--- config.mk ---
export PLATFORM = sky130hd
export DESIGN_NAME = rs232_tx_fifo
export DESIGN_NICKNAME = d
export VERILOG_FILES = /design/src/rtl/rs232_pkg.sv /design/src/rtl/tx_fifo_mem.sv /design/src/rtl/rs232_tx_fifo.sv
export SDC_FILE = /design/constraint.sdc
export NUM_CORES = 1
export LEC_CHECK = 0
export BUFFER_PORTS_ARGS = -buffer_cell sky130_fd_sc_hd__buf_4
export CAP_MARGIN = 25
export CORE_ASPECT_RATIO = 1.1
export CORE_MARGIN = 8
export CORE_UTILIZATION = 25
export CTS_CLUSTER_DIAMETER = 40
export DETAILED_ROUTE_END_ITERATION = 7
export PLACE_DENSITY = 0.43
export SYNTH_ARGS = -nofsm -noshare
export SYNTH_HDL_FRONTEND = slang
export SYNTH_SLANG_ARGS = --single-unit
--- constraint.sdc ---
create_clock -name clock -period 3.9 [get_ports clock]
set_clock_uncertainty 0.05 [all_clocks]
set_input_delay 0.39 -clock clock [delete_from_list [all_inputs] [get_ports clock]]
set_output_delay 0.39 -clock clock [all_outputs]
set_load 0.01 [all_outputs]
--- src/rtl/rs232_pkg.sv ---
// ---------------------------------------------------------------------------
// rs232_pkg
// Shared definitions for the RS232 transmit path.
//   txState_t     : transmit-feeder state encoding (3-bit)
//   defaultDepth  : default FIFO depth in bytes
//   defaultAw     : log2(defaultDepth)
//   bitTime       : clocks per serial bit, shared with the transmitter
// ---------------------------------------------------------------------------
package rs232_pkg;

  localparam int defaultDepth = 16;
  localparam int defaultAw    = 4;

  // 125 MHz system clock / 115200 baud, rounded.
  localparam int bitTime = 1085;

  // GAPWAIT is the post-ready idle-gap state.
  typedef enum logic [2:0] {
    IDLE    = 3'd0,
    SEND    = 3'd1,
    HOLD    = 3'd2,
    BUSY    = 3'd3,
    GAPWAIT = 3'd4
  } txState_t;

endpackage

--- src/rtl/tx_fifo_mem.sv ---
// ---------------------------------------------------------------------------
// tx_fifo_mem
// DEPTH x 8 byte storage for the transmit FIFO. Synchronous write,
// combinational read.
// Ports:
//   clock   in   system clock
//   wrEn    in   write enable
//   wrIdx   in   write index
//   wrData  in   byte to store
//   rdIdx   in   read index
//   rdData  out  byte at rdIdx (combinational)
// ---------------------------------------------------------------------------
module tx_fifo_mem
  import rs232_pkg::*;
#(
  parameter int DEPTH = defaultDepth,
  parameter int AW    = defaultAw
) (
  input  logic          clock,
  input  logic          wrEn,
  input  logic [AW-1:0] wrIdx,
  input  logic [7:0]    wrData,
  input  logic [AW-1:0] rdIdx,
  output logic [7:0]    rdData
);

  logic [7:0] mem [DEPTH];

  always_ff @(posedge clock) begin
    if (wrEn) begin
      mem[wrIdx] <= wrData;
    end
  end

  assign rdData = mem[rdIdx];

endmodule

--- src/rtl/rs232_tx_fifo.sv ---
// ---------------------------------------------------------------------------
// rs232_tx_fifo
// Transmit-side byte FIFO in front of the RS232 transmitter. The CPU pushes
// characters at bus speed; a small state machine hands them one at a time to
// the transmitter's single-character write strobe, waiting on its ready flag.
//
// Ports:
//   clock     in   system clock
//   reset     in   asynchronous active-low reset
//   push      in   CPU write strobe, one character per asserted cycle
//   pushData  in   character to enqueue
//   flush     in   synchronous clear of queue contents and overflow
//   full      out  count == DEPTH
//   empty     out  count == 0
//   count     out  queued characters, 0..DEPTH
//   overflow  out  sticky, set when a push is dropped
//   txReady   in   transmitter idle
//   writeTx   out  one-cycle registered strobe to the transmitter
//   txChar    out  registered character, valid while writeTx=1
//
// state   | meaning
// --------+-------------------------------------------------------------
// IDLE    | waiting for data and txReady; pops head on the decision edge
// SEND    | writeTx high for this cycle only
// HOLD    | one cycle ignoring txReady (it drops one cycle after load)
// BUSY    | waiting for txReady to return
// GAPWAIT | GAP extra idle clocks before the next character
// ---------------------------------------------------------------------------
module rs232_tx_fifo
  import rs232_pkg::*;
#(
  parameter int DEPTH = defaultDepth,
  parameter int AW    = defaultAw,
  parameter int GAP   = 0
) (
  input  logic        clock,
  input  logic        reset,
  input  logic        push,
  input  logic [7:0]  pushData,
  input  logic        flush,
  output logic        full,
  output logic        empty,
  output logic [AW:0] count,
  output logic        overflow,
  input  logic        txReady,
  output logic        writeTx,
  output logic [7:0]  txChar
);

  localparam int GW = (GAP > 1) ? $clog2(GAP) : 1;
  localparam logic [GW-1:0] gapLoad = (GAP > 0) ? GW'(GAP - 1) : '0;

  logic [AW:0]   wrPtr;
  logic [AW:0]   rdPtr;
  logic [AW:0]   countInt;
  logic          fullInt;
  logic          emptyInt;
  logic          overflowReg;
  logic          pushOk;
  logic          pop;
  logic [7:0]    rdData;

  txState_t      state;
  txState_t      stateNext;
  logic          writeTxReg;
  logic          writeTxNext;
  logic [7:0]    txCharReg;
  logic [7:0]    txCharNext;
  logic [GW-1:0] gapCnt;
  logic [GW-1:0] gapCntNext;

  // Extra pointer bit distinguishes full from empty; count is the modular
  // difference.
  assign countInt = wrPtr - rdPtr;
  assign fullInt  = (countInt == (AW+1)'(DEPTH));
  assign emptyInt = (countInt == '0);

  // Flush wins over a same-cycle push; full is the pre-edge value, so a
  // push into a full queue is dropped even if a pop happens this edge.
  assign pushOk = push && !fullInt && !flush;

  tx_fifo_mem #(
    .DEPTH (DEPTH),
    .AW    (AW)
  ) uMem (
    .clock  (clock),
    .wrEn   (pushOk),
    .wrIdx  (wrPtr[AW-1:0]),
    .wrData (pushData),
    .rdIdx  (rdPtr[AW-1:0]),
    .rdData (rdData)
  );

  always_ff @(posedge clock or negedge reset) begin
    if (!reset) begin
      wrPtr       <= '0;
      rdPtr       <= '0;
      overflowReg <= 1'b0;
    end else if (flush) begin
      wrPtr       <= '0;
      rdPtr       <= '0;
      overflowReg <= 1'b0;
    end else begin
      if (push && fullInt) begin
        overflowReg <= 1'b1;
      end
      if (pushOk) begin
        wrPtr <= wrPtr + 1'b1;
      end
      if (pop) begin
        rdPtr <= rdPtr + 1'b1;
      end
    end
  end

  always_ff @(posedge clock or negedge reset) begin
    if (!reset) begin
      state      <= IDLE;
      writeTxReg <= 1'b0;
      txCharReg  <= 8'h00;
      gapCnt     <= '0;
    end else begin
      state      <= stateNext;
      writeTxReg <= writeTxNext;
      txCharReg  <= txCharNext;
      gapCnt     <= gapCntNext;
    end
  end

  always_comb begin
    stateNext   = state;
    writeTxNext = 1'b0;
    txCharNext  = txCharReg;
    gapCntNext  = gapCnt;
    pop         = 1'b0;
    case (state)
      IDLE: begin
        if (!emptyInt && txReady) begin
          pop         = 1'b1;
          txCharNext  = rdData;
          writeTxNext = 1'b1;
          stateNext   = SEND;
        end
      end
      SEND: begin
        stateNext = HOLD;
      end
      HOLD: begin
        stateNext = BUSY;
      end
      BUSY: begin
        if (txReady) begin
          if (GAP > 0) begin
            stateNext  = GAPWAIT;
            gapCntNext = gapLoad;
          end else begin
            stateNext = IDLE;
          end
        end
      end
      GAPWAIT: begin
        if (gapCnt == '0) begin
          stateNext = IDLE;
        end else begin
          gapCntNext = gapCnt - 1'b1;
        end
      end
      default: begin
        stateNext = IDLE;
      end
    endcase
  end

  assign full     = fullInt;
  assign empty    = emptyInt;
  assign count    = countInt;
  assign overflow = overflowReg;
  assign writeTx  = writeTxReg;
  assign txChar   = txCharReg;

endmodule

==> impl_metrics.py <==
metrics = {
    "floorplanning": {
        "rows": 61,
        "die_h_um": 182,
        "dieWidth_um": 167,
        "ios": 30,
        "coreArea_um2": 25000,
        "start_util_pct": 25.1,
        "die_area_um2": 30500,
    },
    "final_layout": {
        "nets": 422,
        "n_fill_cell": 2425,
        "drive_above_1_share_pct": 31.5,
        "final_core_util_pct": 30.4,
        "syn2layout_area_growth_pct": 21.0,
        "fin_area_um2": 7610,
        "instances_no_fill": 724,
        "insertedDiodeCount": 0,
    },
    "detailed_routing": {
        "antenna_left": 0,
        "wl_per_cell_um": 19.9,
        "drc_errors": 0,
        "num_vias": 3226,
        "wirelength_mm": 14.4,
        "dr.pass1.iters": 4,
        "viasPerCell": 4.46,
        "dr.first_iter.drc_count": 198,
    },
    "worst_setup_path": {
        "path_common_cell": "inv_1",
        "critical_path.slowest_cell": "nor4b_2",
        "worst_ep_arrival_time_ps": 3250,
        "cp.required_ps": 3890,
        "crit_path_end_kind": "flop",
        "startpoint_type": "flop",
        "crit_chain": "inv_1 > ha_1 > inv_1 > fa_1 > xor2_1 > a211o_1 > a211oi_2 > nand2b_4 > nor4b_2",
        "cp_max_fo": 13,
        "cp_slowest_stage_delay_ps": 840,
        "worstSetupPathType": "reg2reg",
    },
    "timing": {
        "tns_ps": 0,
        "final-setup-viol-count": 0,
        "slew_headroom_pct": 35.3,
        "tightestPinTransition_ps": 970,
        "final_hold_viol_count": 0,
        "fin_crit_ps": 3260,
        "max_freq_ghz": 0.306,
        "fin_ws_ps": 636,
        "finalMaxSlewViolations": 0,
        "rsz0062_at_grt": "no",
        "timing.final.crit_share_pct": 83.7,
    },
    "synth": {
        "ys_warn_count": 0,
        "syn_area_per_cell_um2": 18.1,
        "ys.flop_type": "edfxtp_1",
        "synth_top_area_cell": "edfxtp_1",
        "ys_seq_area_share_pct": 69.8,
        "synth_top_area_share_pct": 61.1,
        "synthArstFlopShare_pct": 14.7,
        "synthCells": 347,
        "synth_seq_cells": 150,
        "synth_edf_count": 128,
        "synth_area_leaders": "edfxtp_1 (61%), mux4_2 (11%), dfrtp_1 (8.7%)",
        "syn-cell-area_um2": 6290,
        "synth_nets": 373,
        "ys_types": 40,
    },
    "clock_tree": {
        "cts_resized": 0,
        "cts_hold_buf": 1,
        "clk_transition_reported_paths_ps": 60,
        "clkSinkCount": 150,
        "clockBufferDepth": 2,
        "h-tree-depth": 4,
        "clkLatencyLatePin_ps": 420,
        "cts_buffers": 17,
        "root_buffer": "clkbuf_16",
        "post-cts-setup-buffers": 0,
        "cts_tree": "done",
    },
    "place": {
        "placed_cell_area_um2": 6920,
        "dp_cells": 686,
        "place_hpwl_mm": 9.73,
        "place_congestion": 0.725,
        "dp_slack_ps": 469,
        "io_buffers": 29,
    },
    "grt": {
        "grt_first_pass_wirelength_mm": 21.9,
        "grt_max_degree": 37,
        "antenna_found_initial": 0,
        "grt_util_all_layers_pct": 9.80,
        "first_global_vias": 3379,
        "overflow": 0,
    },
    "pwr": {
        "peakVddDrop_mv": 0.264,
        "power_density_nw_per_um2": 592,
        "p_leak_nw": 2.61,
    },
    "outcome": {
        "outcome": "finished, final reports clean",
    },
    "job": {
        "cap_violations": 0,
    },
    "hold_path": {
        "hp-class": "in2reg",
    },
}
synth_stat cells (all sizes together) (4+ instances only):
cell and number:
buf 9, mux4 32, mux2 13, edfxtp 128, nand2 15, nand2b 6
clkbuf 6, ha 12, nor3 8, nor4 4, and3 5, dfrtp 22
a21oi 8, o21ai 7, a22oi 16, nand3 4, inv 12, nor2 15
critical path, delay by kind of cell (launching register included):
kind            cells  cell delay (ps)
simple gates        2             1080
fa+ha+maj           2              570
flops               1              430
compound gates      2              320
xor+xnor            1              250
buf+inv             2              170
final cells by class:
type	count	area, µm²	area share (%)
sequential	150	4400	57.7
multi-input combinational	170	1790	23.5
clock buffer	18	429	5.64
tap	315	394	5.18
timing repair buffer	45	338	4.44
clock inverter	14	223	2.92
inverter	12	45.0	0.592
kinds of logic (layout without fill, tap and decap cells):
| kind of cell | Yosys count | count (layout) | share of synthesized area, % |
|---|---|---|---|
| flip-flops | 150 | 150 | 69.8 |
| AND/OR/NAND/NOR | 72 | 72 | 6.22 |
| multiplexers | 47 | 47 | 14.6 |
| AO/OA/AOI/OAI | 35 | 35 | 3.98 |
| buffers and inverters | 27 | 89 | 2.21 |
| adder cells (fa/ha/maj) | 13 | 13 | 2.70 |
| XOR/XNOR | 3 | 3 | 0.418 |
metal layers:
layer	vias to the layer above	track usage (%)	routed length (µm)
met3	15	1.86	329
li1	1475	-	-
met1	1687	12.1	6420
met2	49	16.7	7420
met4	0	4.07	217
met5	-	0	0
worst paths after layout:
check                                           start                  endpoint  slack, ps  cells past startpoint
worst max-delay path             wrPtr[0]$_DFFE_PN0P_  uMem.mem[5][4]$_DFFE_PP_        640                      9
worst max register to register   wrPtr[0]$_DFFE_PN0P_  uMem.mem[5][4]$_DFFE_PP_        640                      9
worst min-delay path                            flush      wrPtr[0]$_DFFE_PN0P_        250                      2
worst min register to register  txChar[1]$_DFFE_PN0P_     txChar[1]$_DFFE_PN0P_        460                      1
max in group asynchronous                       reset      rdPtr[0]$_DFFE_PN0P_       3120                      2
min in group asynchronous                       reset      overflow$_DFFE_PN0P_        380                      2
through the flow:
stage               total power, mW  hold slack (ps)
floorplan                      2.46             44.4
global placement               2.75              281
detailed placement             2.77              293
CTS                            4.59              236
global route                   4.70              247
finish                         4.51              246
placed cells by master (no fill, tap or decap), drive strengths merged:
cell,count
nand4,2
a22oi,16
o21bai,1
a21oi,8
nor4,4
nand3b,2
dfrtp,22
clkinvlp,2
a211oi,1
clkinv,4
edfxtp,128
nand2b,6
fa,1
inv,15
buf,40
or4,1
mux2,13
dlygate4sd3,1
nand4b,1
nor3,8
a2bb2oi,1
nor2b,3
and3,5
a211o,1
nor4b,2
mux4,32
or3,3
nand3,4
bufinv,5
nand2,15
ha,12
xor2,3
o21ai,7
nor3b,1
clkbuf,22
mux2i,2
nor2,15
sequential cells by signal, summed over array words and instances, names as in the netlist:
register	flops
rdPtr	5
overflow	1
writeTx	1
state	2
uMem.mem	128
wrPtr	5
txChar	8
report_power, final:
| part | switching, mW | internal (mW) | leakage [nW] |
|---|---|---|---|
| clock network | 0.663 | 1.14 | 0.311 |
| registers | 0.0451 | 1.82 | 1.44 |
| logic | 0.419 | 0.414 | 0.860 |
No activity file was read; power rests on OpenSTA's default activity.
